File: src/rtl/bus_arbiter_7800_if.sv
// Request/grant/halt handshake bundle between the 7800 bus arbiter and its requesters.
// The arbiter uses the master modport; requesters and the CPU wrapper use the slave side.
interface bus_arbiter_7800_if;
  logic       clr_req;
  logic       clr_grant;
  logic       dma_req;
  logic       dma_done;
  logic       dma_grant;
  logic       cpu_halt_b;
  logic       cpu_halted;
  logic       cpu_grant;
  logic [1:0] owner;
  logic       halt_err;

  modport master (
    input  clr_req, dma_req, dma_done, cpu_halted,
    output clr_grant, dma_grant, cpu_halt_b, cpu_grant, owner, halt_err
  );

  modport slave (
    output clr_req, dma_req, dma_done, cpu_halted,
    input  clr_grant, dma_grant, cpu_halt_b, cpu_grant, owner, halt_err
  );
endinterface

File: src/rtl/bus_arbiter_7800.sv
// 7800 system bus arbiter: CPU default owner, MARIA DMA via halt handshake, memory-clear engine.
// Optional ARB_STATS_EN adds frame_start/dma_slots per-frame DMA slot accounting.
module bus_arbiter_7800 #(
  parameter int unsigned HALT_TIMEOUT = 7,
  parameter int unsigned DMA_MAX      = 1023,
  parameter int unsigned CNT_W        = 10
) (
  input  logic                     clk_sys,
  input  logic                     reset_n,
  input  logic                     pclk0,
`ifdef ARB_STATS_EN
  input  logic                     frame_start,
  output logic [15:0]              dma_slots,
`endif
  bus_arbiter_7800_if.master       bus
);

  localparam int unsigned TO_W = (HALT_TIMEOUT < 2) ? 1 : $clog2(HALT_TIMEOUT + 1);

  localparam logic [1:0] OWN_CPU = 2'b00;
  localparam logic [1:0] OWN_DMA = 2'b01;
  localparam logic [1:0] OWN_CLR = 2'b10;
  localparam logic [1:0] OWN_TRN = 2'b11;

  typedef enum logic [2:0] {
    ST_CPU_OWN,
    ST_HALT_REQ,
    ST_DMA_OWN,
    ST_RELEASE,
    ST_CLR_OWN
  } state_e;

  state_e            state_q, state_d;
  logic [TO_W-1:0]   to_q, to_d, to_inc;
  logic [CNT_W-1:0]  wd_q, wd_d, wd_inc;
  logic              wd_expire;
  logic              halt_err_q, halt_err_d;
  logic              cpu_grant_q, cpu_grant_d;
  logic              dma_grant_q, dma_grant_d;
  logic              clr_grant_q, clr_grant_d;
  logic              cpu_halt_b_q, cpu_halt_b_d;
  logic [1:0]        owner_q, owner_d;

  // Saturating increments; the watchdog expires when it reaches DMA_MAX
  assign to_inc    = (to_q == {TO_W{1'b1}}) ? to_q : to_q + TO_W'(1);
  assign wd_inc    = (wd_q == {CNT_W{1'b1}}) ? wd_q : wd_q + CNT_W'(1);
  assign wd_expire = (wd_inc == CNT_W'(DMA_MAX));

  // Next state; outputs are decoded from the next state so they flip on the same edge
  always_comb begin
    state_d    = state_q;
    to_d       = to_q;
    wd_d       = wd_q;
    halt_err_d = halt_err_q;

    if (pclk0) begin
      case (state_q)
        ST_CPU_OWN: begin
          if (bus.clr_req) begin
            state_d = ST_CLR_OWN;
          end else if (bus.dma_req) begin
            state_d = ST_HALT_REQ;
            to_d    = '0;
          end
        end
        ST_HALT_REQ: begin
          if (bus.clr_req) begin
            state_d = ST_CLR_OWN;
          end else if (!bus.dma_req) begin
            state_d = ST_RELEASE;
          end else if (bus.cpu_halted) begin
            state_d = ST_DMA_OWN;
            wd_d    = '0;
          end else begin
            to_d = to_inc;
            if (to_inc == TO_W'(HALT_TIMEOUT)) begin
              state_d    = ST_DMA_OWN;
              wd_d       = '0;
              halt_err_d = 1'b1;
            end
          end
        end
        ST_DMA_OWN: begin
          wd_d = wd_inc;
          if (wd_expire) halt_err_d = 1'b1;
          if (bus.dma_done || !bus.dma_req || wd_expire) state_d = ST_RELEASE;
        end
        ST_RELEASE: state_d = ST_CPU_OWN;
        ST_CLR_OWN: begin
          if (!bus.clr_req) state_d = ST_CPU_OWN;
        end
        default: state_d = ST_CPU_OWN;
      endcase
    end

    cpu_grant_d  = (state_d == ST_CPU_OWN);
    dma_grant_d  = (state_d == ST_DMA_OWN);
    clr_grant_d  = (state_d == ST_CLR_OWN);
    cpu_halt_b_d = !((state_d == ST_HALT_REQ) || (state_d == ST_DMA_OWN) ||
                     (state_d == ST_RELEASE));
    case (state_d)
      ST_CPU_OWN: owner_d = OWN_CPU;
      ST_DMA_OWN: owner_d = OWN_DMA;
      ST_CLR_OWN: owner_d = OWN_CLR;
      default:    owner_d = OWN_TRN;
    endcase
  end

  always_ff @(posedge clk_sys) begin
    if (!reset_n) begin
      state_q      <= ST_CPU_OWN;
      to_q         <= '0;
      wd_q         <= '0;
      halt_err_q   <= 1'b0;
      cpu_grant_q  <= 1'b1;
      dma_grant_q  <= 1'b0;
      clr_grant_q  <= 1'b0;
      cpu_halt_b_q <= 1'b1;
      owner_q      <= OWN_CPU;
    end else begin
      state_q      <= state_d;
      to_q         <= to_d;
      wd_q         <= wd_d;
      halt_err_q   <= halt_err_d;
      cpu_grant_q  <= cpu_grant_d;
      dma_grant_q  <= dma_grant_d;
      clr_grant_q  <= clr_grant_d;
      cpu_halt_b_q <= cpu_halt_b_d;
      owner_q      <= owner_d;
    end
  end

  assign bus.cpu_grant  = cpu_grant_q;
  assign bus.dma_grant  = dma_grant_q;
  assign bus.clr_grant  = clr_grant_q;
  assign bus.cpu_halt_b = cpu_halt_b_q;
  assign bus.owner      = owner_q;
  assign bus.halt_err   = halt_err_q;

`ifdef ARB_STATS_EN
  logic [15:0] stat_cnt_q, stat_cnt_d;
  logic [15:0] dma_slots_q, dma_slots_d;
  logic        slot_counted;

  // Slots the CPU loses to DMA: halt wait, DMA ownership and the release gap
  assign slot_counted = pclk0 && ((state_q == ST_HALT_REQ) || (state_q == ST_DMA_OWN) ||
                                  (state_q == ST_RELEASE));

  always_comb begin
    stat_cnt_d  = stat_cnt_q;
    dma_slots_d = dma_slots_q;
    if (pclk0 && frame_start) begin
      dma_slots_d = stat_cnt_q;
      stat_cnt_d  = slot_counted ? 16'd1 : 16'd0;
    end else if (slot_counted && (stat_cnt_q != 16'hFFFF)) begin
      stat_cnt_d = stat_cnt_q + 16'd1;
    end
  end

  always_ff @(posedge clk_sys) begin
    if (!reset_n) begin
      stat_cnt_q  <= '0;
      dma_slots_q <= '0;
    end else begin
      stat_cnt_q  <= stat_cnt_d;
      dma_slots_q <= dma_slots_d;
    end
  end

  assign dma_slots = dma_slots_q;
`endif

endmodule

File: src/flat_wrapper.sv
// flat-port wrapper written by rule: the top's interface ports become plain ports
module bus_arbiter_7800_flat 
#(
  parameter int unsigned HALT_TIMEOUT = 7,
  parameter int unsigned DMA_MAX      = 1023,
  parameter int unsigned CNT_W        = 10
)
  (clk_sys, reset_n, pclk0, bus_clr_req, bus_dma_req, bus_dma_done, bus_cpu_halted, bus_clr_grant, bus_dma_grant, bus_cpu_halt_b, bus_cpu_grant, bus_owner, bus_halt_err);
  bus_arbiter_7800_if bus_i ();
  input  logic clk_sys;
  input  logic reset_n;
  input  logic pclk0;
  input wire logic [$bits(bus_i.clr_req)-1:0] bus_clr_req;
  input wire logic [$bits(bus_i.dma_req)-1:0] bus_dma_req;
  input wire logic [$bits(bus_i.dma_done)-1:0] bus_dma_done;
  input wire logic [$bits(bus_i.cpu_halted)-1:0] bus_cpu_halted;
  output wire logic [$bits(bus_i.clr_grant)-1:0] bus_clr_grant;
  output wire logic [$bits(bus_i.dma_grant)-1:0] bus_dma_grant;
  output wire logic [$bits(bus_i.cpu_halt_b)-1:0] bus_cpu_halt_b;
  output wire logic [$bits(bus_i.cpu_grant)-1:0] bus_cpu_grant;
  output wire logic [$bits(bus_i.owner)-1:0] bus_owner;
  output wire logic [$bits(bus_i.halt_err)-1:0] bus_halt_err;
  assign bus_i.clr_req = bus_clr_req;
  assign bus_i.dma_req = bus_dma_req;
  assign bus_i.dma_done = bus_dma_done;
  assign bus_i.cpu_halted = bus_cpu_halted;
  assign bus_clr_grant = bus_i.clr_grant;
  assign bus_dma_grant = bus_i.dma_grant;
  assign bus_cpu_halt_b = bus_i.cpu_halt_b;
  assign bus_cpu_grant = bus_i.cpu_grant;
  assign bus_owner = bus_i.owner;
  assign bus_halt_err = bus_i.halt_err;
  bus_arbiter_7800 #(.HALT_TIMEOUT(HALT_TIMEOUT), .DMA_MAX(DMA_MAX), .CNT_W(CNT_W)) u_core (.clk_sys(clk_sys), .reset_n(reset_n), .pclk0(pclk0), .bus(bus_i));
endmodule
File: config.mk
export PLATFORM = sky130hd
export DESIGN_NAME = bus_arbiter_7800_flat
export DESIGN_NICKNAME = d
export VERILOG_FILES = /design/src/rtl/bus_arbiter_7800_if.sv /design/src/rtl/bus_arbiter_7800.sv /design/src/flat_wrapper.sv
export SDC_FILE = /design/constraint.sdc
export NUM_CORES = 1
export LEC_CHECK = 0
export ABC_AREA = 0
export CAP_MARGIN = 30
export CORE_MARGIN = 2
export CORE_UTILIZATION = 40
export CTS_CLUSTER_SIZE = 25
export DETAILED_ROUTE_END_ITERATION = 10
export MAX_ROUTING_LAYER = met4
export PLACE_DENSITY = 0.71
export SYNTH_ARGS = -nofsm -noshare
export SYNTH_HDL_FRONTEND = slang
export SYNTH_SLANG_ARGS = --single-unit
File: constraint.sdc
create_clock -name clk_sys -period 3.04 [get_ports clk_sys]
set_clock_uncertainty 0.15 [all_clocks]
set_input_delay 0.608 -clock clk_sys [delete_from_list [all_inputs] [get_ports clk_sys]]
set_output_delay 0.608 -clock clk_sys [all_outputs]
set_load 0.03 [all_outputs]
* Word level (Yosys, flattened, before mapping)
Index checks and enable logic that the tools add are counted.
Word-level totals: register bits 23, input port bits 7, output and inout bits 7, word-level logic and storage cells 73
Cells by class: $add $sub $neg 2, equal/unequal tests 19, muxes and demuxes 30, reduce and logical (&&, ||, !) cells 13
Operators with widths (count):
- $mux 10 | 5
- $mux 3 | 15
- $eq 10x10->1 const B | 2
- $pmux 10 s2 | 1
- $reduce_and 7->1 | 2
- $eq 3x3->1 const B | 4
- $pmux 3 s4 | 1
- $add 10x1->10 const B | 1
- $ne 2x2->1 const B | 5
- $eq 3x2->1 const B | 3
- $eq 3x1->1 const B | 2
- $logic_not 3->1 | 2
- $pmux 2 s3 | 1
- $pmux 3 s2 | 1
- $mux 1 | 5
- $reduce_and 5->1 | 1
- $logic_or 1x1->1 | 4
- $ne 2x1->1 const B | 2
- $reduce_bool 2->1 | 2
- $add 3x1->3 const B | 1
- $ne 3x2->1 const B | 1
- $logic_not 1->1 | 2
- $pmux 1 s2 | 1

* Logic depth before layout (Yosys ltp)
Gate-level depths: netlist of run 1.
depth after elaboration 13, mapped depth 8, depth with buffers taken out 6

* Worst setup path after synthesis of run 1
Ideal clock, no wire load.
path kind reg-to-reg, from register u_core.to_q[0], to register u_core.wd_q[7], library setup time 0.119 ns, data arrival time 1.834 ns, required time 2.771 ns, slack 0.938 ns, stages on the path, launching flop included 9, buffers on the path 2, clock period less this slack 2.102 ns, path through dfxtp_1 ha_1 xor2_1 a31oi_1 o21ba_1 buf_6 or2_1 buf_6 o221a_1
On the way: cells in the longest elaborated chain, start to end 5, elaborated cells on any way between the ends 6, classes of those cells add/sub (1); eq/ne (3); mux (1); reduce/logical (1)
RTL lines:
- start: declaration | line bus_arbiter_7800.sv:34 | logic [TO_W-1:0] to_q, to_d, to_inc;
- start signal: assignment | line bus_arbiter_7800.sv:122 | to_q <= to_d;
- $add 3x1->3 or $eq 3x3->1 (tied branches) | line bus_arbiter_7800.sv:45 | assign to_inc = (to_q == {TO_W{1'b1}}) ? to_q : to_q + TO_W'(1);
- $mux 3 (*) | line bus_arbiter_7800.sv:45
- $eq 3x3->1 (*) | line bus_arbiter_7800.sv:76 | if (to_inc == TO_W'(HALT_TIMEOUT)) begin
- $ne 3x2->1 (no line) (*)
- $reduce_and 5->1 (no line) (*)
- end signal: assignment | line bus_arbiter_7800.sv:123 | wd_q <= wd_d;
- end: declaration | line bus_arbiter_7800.sv:35 | logic [CNT_W-1:0] wd_q, wd_d, wd_inc;
Mark *: on every way between the ends. The rest lies on a longest branch, timed or not. A chain may end at the register's enable or synchronous reset.

* Worst setup path in the final report of run 1
from input pclk0, to register u_core.dma_grant_q, in the netlist u_core.bus.dma_grant
On the way: cells in the longest elaborated chain, start to end 2
RTL lines:
- start: declaration | line flat_wrapper.sv:12 | input logic pclk0;
- $mux 3 | line bus_arbiter_7800.sv:56 | if (pclk0) begin
- $eq 3x2->1 | line bus_arbiter_7800.sv:97 | dma_grant_d = (state_d == ST_DMA_OWN);
- end signal: assignment | line bus_arbiter_7800.sv:126 | dma_grant_q <= dma_grant_d;
- end: declaration | line bus_arbiter_7800.sv:39 | logic dma_grant_q, dma_grant_d;
No other way between the ends.

==> results of run 1 <==
## worst paths after layout
path	from	endpoint	slack, ns	depth (start not counted)
setup reg to reg	u_core.to_q[0]	u_core.wd_q[8]	0.76	6
hold reg to reg	u_core.to_q[0]	u_core.to_q[0]	0.39	2
setup / recovery	pclk0	u_core.bus.dma_grant	0.68	6
hold / removal	u_core.to_q[0]	u_core.to_q[0]	0.39	2
## layout by cell type, fill, tap and decap left out, drive strengths merged, types with 3 or more instances in the layout
cell           instances
dfxtp                 23
buf                    3
inv                    7
a31oi                  7
o21a                   3
nor2                  11
nand3                  3
and3                   6
nand4                  5
a211oi                 3
nor3b                  3
clkdlybuf4s50         13
nand2                 17
clkbuf                 3
nor3                   6
o21ai                  6
o221a                  7
a21oi                 11
## report_power, final
group,internal (W),switching (W),total (W)
Combinational,0.0000284,0.0000361,0.0000645
Clock,0.0000494,0.0000985,0.000148
Sequential,0.000307,0.00000492,0.000312
## routing by layer
metal | share of wire [%] | track usage, %
met1 | 49 | 23.4
met2 | 45 | 26.9
met3 | 4.5 | 3.60
met4 | 1.5 | 5.56
met5 | 0 | -
## through the flow
step           instances  instance area, um^2  total power (W)  worst slack (ns)
6_report             222                 1540         0.000525             0.677
5_1_grt              222                 1540         0.000553             0.483
4_1_cts              222                 1540         0.000532             0.662
3_5_place_dp         218                 1510         0.000383             0.305
3_3_place_gp         218                 1510         0.000382             0.350
2_1_floorplan        167                 1370         0.000357             0.938
## worst min-delay path: stages, from the launching register on
cell,delay [ns]
dfxtp_1,0.38
nand2_1,0.08
a21oi_1,0.05
## kinds of logic (layout without fill, tap and decap cells)
logic type / Yosys count / in the layout / synth area share (%)
XOR/XNOR: 3 / 3 / 1.92
AO/OA/AOI/OAI: 55 / 55 / 29.7
buffers and inverters: 19 / 28 / 7.12
flip-flops: 23 / 23 / 33.6
adder cells (fa/ha/maj): 2 / 2 / 1.82
AND/OR/NAND/NOR: 65 / 65 / 25.9
## flip-flops by register name, indices dropped and copies added, names as in the netlist
signal / count
u_core.bus.dma_grant: 1
u_core.bus.owner: 2
u_core.bus.clr_grant: 1
u_core.wd_q: 10
u_core.to_q: 3
u_core.bus.cpu_grant: 1
u_core.bus.cpu_halt_b: 1
u_core.state_q: 3
u_core.bus.halt_err: 1
## synth_stat cells (3+ instances only)
master,n
o21ai_0,3
buf_2,3
nand4_1,5
nand3_1,3
and3_1,6
inv_1,6
nor3b_1,3
buf_6,3
clkbuf_1,5
a211oi_1,3
nor2_1,10
dfxtp_1,23
nor3_1,6
o21a_1,3
a21oi_1,11
nand2_1,17
o221a_1,7
a31oi_1,7
## final cells by class
cell class | count | area [um^2] | share of cell area, %
clock buffers | 3 | 22.5 | 1.46
clock inverters | 1 | 5.00 | 0.325
inverters | 8 | 30.0 | 1.95
multi-input cells | 125 | 813 | 52.8
flip-flops and latches | 23 | 460 | 29.9
well taps | 46 | 57.6 | 3.73
repair buffers | 16 | 153 | 9.90
==> impl_results.md, run 1 <==
- Io pins: 14
- Antenna diodes: 0
- Post-DP HPWL: roughly 2300 um
- Die ar.: 3910 um^2
- CTS Buf Count: 3
- Total number of vias: 1309
- WHS: 0.386 ns
- RSZ-0062 raised after global routing: false
- Clk slew on worst S/H paths: 0.14 ns
- Synthesis-to-finish area growth: 12.4%
- Syn. warnings: 0
- Post-synth EDFFs: 0
- Setup violators final: 0
- Pleak: between 0.5 and 0.6 nW
- Final period util: 77.7%
- Final net count: around 190
- Die Ht: 62.6 um
- Avg WL per Cell: 14.2 um
- Min Clock Period, post-route: 2.36 ns
- Max clock buf depth: 2
- Syn_nets: 176
- GPL Wtd Cong: 0.957
- Post-synth top flop: dfxtp_1
- Worst EP required: 3.13 ns
- Drt pass-1 iters: 5
- CP Launch Type: primary input
- Global-route wire length before repair: 5530 um
- Setup TNS: 0 ns
- Initial Util: 41.4%
- Tightest Pin Transition: between 0.5 and 0.6 ns
- Drc violations: 0
- CP max FO: 11
- Overflow after GRT: 0
- Initial DRC Count: between 100 and 150
- Vias/cell: 5.90
- Relative slew slack: about two thirds
- GRT Overall Usage: 17.6%
- CTS Sinks: 23
- Yosys top cell by area: dfxtp_1
- FMAX: 423 MHz
- Later-pin clock latency in the skew report: around 0.32 ns
- FF+latch count, synth: 23
- Clock Tree Root: clkbuf_4
- Fillcell total: 327
- Final Util: between 40% and 50%
- Worst path most repeated cell: nor4b_1
- Worst setup path class: primary input to flip-flop
- Final Slew Violations: 0
- Share of cells above drive strength 1: under 10%
- WP buf/inv: 1
- Syn Area/Cell: 8.21 um^2
- Crit-path cells: clkdlybuf4s50_1, nor4b_1, a22oi_1, a31o_1, nor2_1, nor4b_1
- VDD IR max: 0.000253 V
- H-tree lvl count: 1
- Hold Path Class: flip-flop to flip-flop
- Buffers added on ports: 13
- Largest net degree at the start of global routing: 14
- ANT nets after route: 0
- Initial antenna violation count: 0
- Largest cells by area after synthesis: dfxtp_1 34%, o221a_1 5.7%, nand2_1 4.7%, a21oi_1 4.0%, a31oi_1 3.2%
- Number of global-route vias before repair: around 1200
- DRT Wirelength: roughly 3200 um
- Family with the most delay on the worst path: buffers and inverters
- Share of the synthesized area in the top cell type: approximately 34%
- Crit-path max cell delay: 0.71 ns
- Critical Path Slowest Stage Cell: clkdlybuf4s50_1
- Crit end category: flip-flop
- Post-CTS Setup Repair Bufs: 0
- Status: complete, no violations
- WP data arrival: 2.45 ns
- Hold-fix buffers, CTS: 0
- Num rows: 21
- Register area share after synthesis: 33.6%
- PwrDens: 340 nW/um^2
- Die Wd: between 60 and 70 um
- Final hold vios: 0
- TritonCTS clock tree: built
- Post-Syn Instances: 167
- Post-Syn Area: 1370 um^2
- Synth cell types: slightly below 50
- Core ar.: 3310 um^2
- Asr flop ratio synth: 0%
- Cts repair resizes: 0
- Maxcap violations: 0
No activity file was read; power rests on OpenSTA's default activity.
==> inputs of run 2 (changes only) <==
==> constraint.sdc (replaced) <==
create_clock -name clk_sys -period 2.3 [get_ports clk_sys]
set_clock_uncertainty 0.15 [all_clocks]
set_input_delay 0.46 -clock clk_sys [delete_from_list [all_inputs] [get_ports clk_sys]]
set_output_delay 0.46 -clock clk_sys [all_outputs]
set_load 0.03 [all_outputs]
==> run 2 against run 1 <==
Net effect:
- count of clock-buffer cells in the layout stayed put
- design area up 5.0%
- sequential share of layout area decreased by 1.4 points
- core utilization up 2.3 points
- non-clock buffer count is 10 higher
- critical path depth is the same
- via count rose by 4.0%
- die area did not move
- final cell count rose by 4.5%
- hold slack barely moved
- largest power group unchanged
==> impl_results.md, run 2 (synthesized netlist as in run 1, its figures left out) <==
- Largest register FFs: 10 (unchanged)
- CTS Sinks: 23 (unchanged)
- Io pins: 14 (unchanged)
- Family with the most delay on the worst path: compound AO/OA/AOI/OAI gates
- WP data arrival: 2.20 ns (-0.25 ns)
- Number of global-route vias before repair: 1244 (+1.8%)
- Drt pass-1 iters: 4 (-1)
- Share of cells above drive strength 1: 11.8% (+5.6 points)
- Buffers added on ports: 13 (unchanged)
- CP Launch Type: flip-flop
- Clock Tree Root: clkbuf_4
- Largest net degree at the start of global routing: 14 (unchanged)
- Met2 GRT Util: 30.1% (+3.2 points)
- Top reg by flops: u_core.wd_q
- VDD IR max: 0.000206 V (-19%)
- Initial Util: 41.4% (unchanged)
- Crit-path cells: ha_1, xor2_1, a31oi_1, o21ba_1, or2_1, o221a_1
- Maxcap violations: 0 (unchanged)
- Min Clock Period, post-route: 2.13 ns
- TritonCTS clock tree: built
- Worst setup path class: flip-flop to flip-flop
- Final net count: 196 (+5.4%)
- Dpl cells: 228 (+4.6%)
- Clk slew on worst S/H paths: 0.13 ns (about the same)
- Crit end category: flip-flop
- Setup violators final: 0 (unchanged)
- Worst EP required: 2.37 ns (-0.76 ns)
- WP buf/inv: 0 (-1)
- Final Slew Violations: 0 (unchanged)
- Vias/cell: 5.87 (-0.51%)
- Final hold vios: 0 (unchanged)
- Avg WL per Cell: 14.5 um (+2.1%)
- Initial antenna violation count: 0 (unchanged)
- CTS Buf Count: 3 (unchanged)
- Met1 Usage GRT: 20.9% (-2.5 points)
- Status: complete, no violations
- Overflow after GRT: 0 (unchanged)
- Relative slew slack: 75.5% (+9.6 points)
- Critical Path Slowest Stage Cell: dfxtp_1
- Core ar.: 3310 um^2 (unchanged)
- Max clock buf depth: 2 (unchanged)
- PwrDens: 431 nW/um^2 (+27%)
- Finished Layout Cells: 232 (+4.5%)
- CP max FO: 7 (-4)
- Die ar.: 3910 um^2 (unchanged)
- Final Util: 48.9% (+2.3 points)
- Initial DRC Count: 107 (-22%)
- Antenna diodes: 0 (unchanged)
- Most frequent cells in the layout: 23 x dfxtp_1, 17 x nand2_1, 13 x clkdlybuf4s50_1, 13 x buf_4, 11 x a21oi_1
- Pleak: 0.585 nW (+9.6%)
- DRT Wirelength: 3360 um (+6.7%)
- Later-pin clock latency in the skew report: 0.31 ns (about the same)
- ANT nets after route: 0 (unchanged)
- Total number of vias: 1361 (+4.0%)
- FMAX: around 470 MHz
- Die Wd: 62.6 um (unchanged)
- Die Ht: 62.6 um (unchanged)
- Top flop regs: u_core.wd_q (10), u_core.state_q (3), u_core.to_q (3)
- Num rows: 21 (unchanged)
- Post-DP HPWL: 2540 um (+11%)
- Most common cell after layout, fill and taps aside: dfxtp_1
- Tightest Pin Transition: 0.367 ns (-0.139 ns)
- Drc violations: 0 (unchanged)
- Hold Path Class: flip-flop to flip-flop
- Synthesis-to-finish area growth: 18.0%
- Hold-fix buffers, CTS: 0 (unchanged)
- GPL Wtd Cong: 0.880 (-8.0%)
- GRT Overall Usage: 17.7% (+0.13 points)
- Crit-path max cell delay: 0.44 ns (-0.27 ns)
- Final period util: 92.7%
- H-tree lvl count: 1 (unchanged)
- Setup TNS: 0 ns (unchanged)
- Global-route wire length before repair: 5550 um (+0.51%)
- Gr busiest metal: met2
- RSZ-0062 raised after global routing: false
- M3 GR Usage: 3.60% (unchanged)
## run 2: power by group
part,internal [W],switching (W)
Clock,0.0000651,0.000126
Combinational,0.0000446,0.0000505
Sequential,0.000406,0.00000534
## run 2: repair_timing
action / in CTS / in global routing
buffers inserted: 0 / 0
gates resized for setup: 0 / 1
endpoints found under the setup margin: 0 / 1
endpoints found under the hold margin: 0 / 0
## run 2: per-layer routing
layer / routed length [um] / part of all wire, %
met1: 1520 / 45
met2: 1640 / 49
met3: 180 / 5.4
met4: 23 / 0.68
met5: 0 / 0
## run 2: final timing paths
kind                  startpoint             end  slack (ns)  cells after the start
hold / removal    u_core.to_q[0]  u_core.to_q[0]        0.39                      2
setup / recovery  u_core.to_q[0]  u_core.wd_q[9]        0.17                      6
setup reg to reg  u_core.to_q[0]  u_core.wd_q[9]        0.17                      6
hold reg to reg   u_core.to_q[0]  u_core.to_q[0]        0.39                      2
## run 2: final cells by class
class                      instances  area (um^2)
fill                             342         1690
multi-input combinational        125          815
sequential                        23          460
timing repair buffer              26          228
tap                               46         57.6
inverter                           8         30.0
clock buffer                       3         22.5
clock inverter                     1         5.00
## run 2: worst register-to-register path: stages, from the launching register on
cell	delay, ns
dfxtp_1	0.44
ha_1	0.25
xor2_1	0.20
a31oi_1	0.13
o21ba_1	0.23
or2_1	0.34
o221a_1	0.29
## run 2: metrics by stage
| step | instance area [um^2] | total power (W) | hold slack, ns | worst slack, ns |
|---|---|---|---|---|
| 2_1_floorplan | 1370 | 0.000472 | 0.323 | 0.198 |
| 3_3_place_gp | 1590 | 0.000514 | 0.359 | 0.0766 |
| 3_5_place_dp | 1590 | 0.000515 | 0.357 | 0.000606 |
| 4_1_cts | 1620 | 0.000704 | 0.383 | 0.133 |
| 5_1_grt | 1620 | 0.000728 | 0.417 | 0.0314 |
| 6_report | 1620 | 0.000698 | 0.386 | 0.169 |
==> inputs of run 3 (changes only) <==
--- a/config.mk
+++ b/config.mk
@@ -11,6 +11,7 @@
 export CORE_UTILIZATION = 40
 export CTS_CLUSTER_SIZE = 25
 export DETAILED_ROUTE_END_ITERATION = 10
+export GPL_ROUTABILITY_DRIVEN = 0
 export MAX_ROUTING_LAYER = met4
 export PLACE_DENSITY = 0.71
 export SYNTH_ARGS = -nofsm -noshare
==> run 3 against run 2 <==
Net effect:
- routed wire length increased by 1.0%
- register-to-register slack got worse by 0.03 ns
- setup slack got worse by 0.028 ns
- clock power about the same
- largest cell class unchanged
- critical path type unchanged
- combinational power decreased by 0.7%
- sequential cell count unchanged
- die area unchanged
- critical endpoint unchanged
==> impl_results.md, run 3 (synthesized netlist as in run 1, its figures left out) <==
- Crit end category: flip-flop
- Io pins: 14 (unchanged)
- WP buf/inv: 0 (unchanged)
- Initial Util: 41.4% (unchanged)
- CTS Buf Count: 3 (unchanged)
- Post-CTS Setup Repair Bufs: 0 (unchanged)
- Worst EP required: 2.37 ns (about the same)
- Die Ht: 62.6 um (unchanged)
- Final net count: 197 (+0.51%)
- Global-route wire length before repair: 6070 um (+9.2%)
- Top reg by flops: u_core.wd_q
- Min Clock Period, post-route: 2.16 ns (+0.0276 ns)
- Tightest Pin Transition: 0.367 ns (-0.000829 ns)
- Worst setup path class: flip-flop to flip-flop
- Share of cells above drive strength 1: 12.3% (+0.47 points)
- DRT Wirelength: 3400 um (+1.0%)
- CP max FO: 7 (unchanged)
- Synthesis-to-finish area growth: 18.9%
- H-tree lvl count: 1 (unchanged)
- Critical Path Slowest Stage Cell: dfxtp_1
- Hold-fix buffers, CTS: 0 (unchanged)
- Die Wd: 62.6 um (unchanged)
- Family with the most delay on the worst path: compound AO/OA/AOI/OAI gates
- Final worst slack: 0.141 ns (-0.0276 ns)
- Drc violations: 0 (unchanged)
- Crit-path max cell delay: 0.45 ns (about the same)
- Setup violators final: 0 (unchanged)
- Die ar.: 3910 um^2 (unchanged)
- Setup TNS: 0 ns (unchanged)
- Hold Path Class: flip-flop to flip-flop
- Core ar.: 3310 um^2 (unchanged)
- Initial DRC Count: 138 (+29%)
- CTS Sinks: 23 (unchanged)
- FMAX: 463 MHz (-1.3%)
- Overflow after GRT: 0 (unchanged)
- Final hold vios: 0 (unchanged)
- Relative slew slack: 75.5% (about the same)
- TritonCTS clock tree: built
- Initial antenna violation count: 0 (unchanged)
- Largest net degree at the start of global routing: 14 (unchanged)
- Pleak: 0.590 nW (+0.77%)
- Final period util: 93.9% (+1.2 points)
- Buffers added on ports: 13 (unchanged)
- Max clock buf depth: 2 (unchanged)
- WHS: 0.370 ns (-0.0156 ns)
- RSZ-0062 raised after global routing: false
- ANT nets after route: 0 (unchanged)
- Number of global-route vias before repair: 1298 (+4.3%)
- VDD IR max: 0.000161 V (-22%)
- CP Launch Type: flip-flop
- Maxcap violations: 0 (unchanged)
- WP data arrival: 2.23 ns (+0.03 ns)
- Later-pin clock latency in the skew report: 0.32 ns (about the same)
- Largest register FFs: 10 (unchanged)
- Num rows: 21 (unchanged)
- Dpl cells: 229 (+0.44%)
- Most common cell after layout, fill and taps aside: dfxtp_1
- Clk slew on worst S/H paths: 0.14 ns (about the same)
- PwrDens: 430 nW/um^2 (-0.31%)
- Antenna diodes: 0 (unchanged)
- GRT Overall Usage: 19.1% (+1.4 points)
- Top flop regs: u_core.wd_q (10), u_core.state_q (3), u_core.to_q (3)
- DP Worst Slack: 0.0232 ns (+0.0226 ns)
- Most frequent cells in the layout: 23 x dfxtp_1, 17 x nand2_1, 14 x buf_4
- Post-DP HPWL: 2480 um (-2.4%)
- Finished Layout Cells: 233 (+0.43%)
- Total number of vias: 1344 (-1.2%)
- Drt pass-1 iters: 4 (unchanged)
- Vias/cell: 5.77 (-1.7%)
- Status: complete, no violations
- Avg WL per Cell: 14.6 um (+0.61%)
- Clock Tree Root: clkbuf_4
- Crit-path cells: ha_1, xor2_1, a31oi_1, o21ba_1, or2_1, o221a_1
- Final Slew Violations: 0 (unchanged)
-- run 3: worst paths after layout --
check | start | endpoint | slack, ns | cells after the start
max reg2reg | u_core.to_q[0] | u_core.wd_q[9] | 0.14 | 6
min | u_core.wd_q[1] | u_core.wd_q[1] | 0.37 | 2
max | u_core.to_q[0] | u_core.wd_q[9] | 0.14 | 6
min reg2reg | u_core.wd_q[1] | u_core.wd_q[1] | 0.37 | 2
-- run 3: power by group --
part / internal (W) / total (W) / switching [W]
sequential: 0.000406 / 0.000412 / 0.00000600
combinational: 0.0000446 / 0.0000944 / 0.0000498
clock: 0.0000650 / 0.000194 / 0.000129
total: 0.000516 / 0.000701 / 0.000185
-- run 3: routing by layer --
metal / wire (um) / vias to the layer above / track usage [%] / share of wire (%)
met5: 0 / - / - / 0
li1: - / 676 / - / -
met2: 1590 / 48 / 31.7 / 47
met3: 179 / 4 / 3.42 / 5.3
met1: 1590 / 616 / 24.5 / 47
met4: 33 / 0 / 3.89 / 0.97
-- run 3: area by class of cell --
cell class | count | area (um^2)
repair buffers | 27 | 235
flip-flops and latches | 23 | 460
inverters | 8 | 30.0
fillers | 328 | 1680
clock buffers | 3 | 22.5
multi-input cells | 125 | 820
well taps | 46 | 57.6
clock inverters | 1 | 5.00
-- run 3: metrics by stage --
step,util [%],cell area (um^2),power [W]
2_1_floorplan,-,1370,0.000472
3_3_place_gp,48.2,1600,0.000513
3_5_place_dp,48.2,1600,0.000515
4_1_cts,49.1,1620,0.000704
5_1_grt,49.2,1630,0.000730
6_report,49.2,1630,0.000701
-- run 3: what timing repair did --
item                                    in CTS  in global routing
endpoints found under the setup margin       0                  3
hold endpoints to repair                     0                  0
resized for setup                            0                  1
-- run 3: worst min-delay path: cells and delay by family, from the launching register on --
family / cells / cell delay, ns
AOI/OAI and AO/OA: 2 / 0.13
DFF: 1 / 0.36
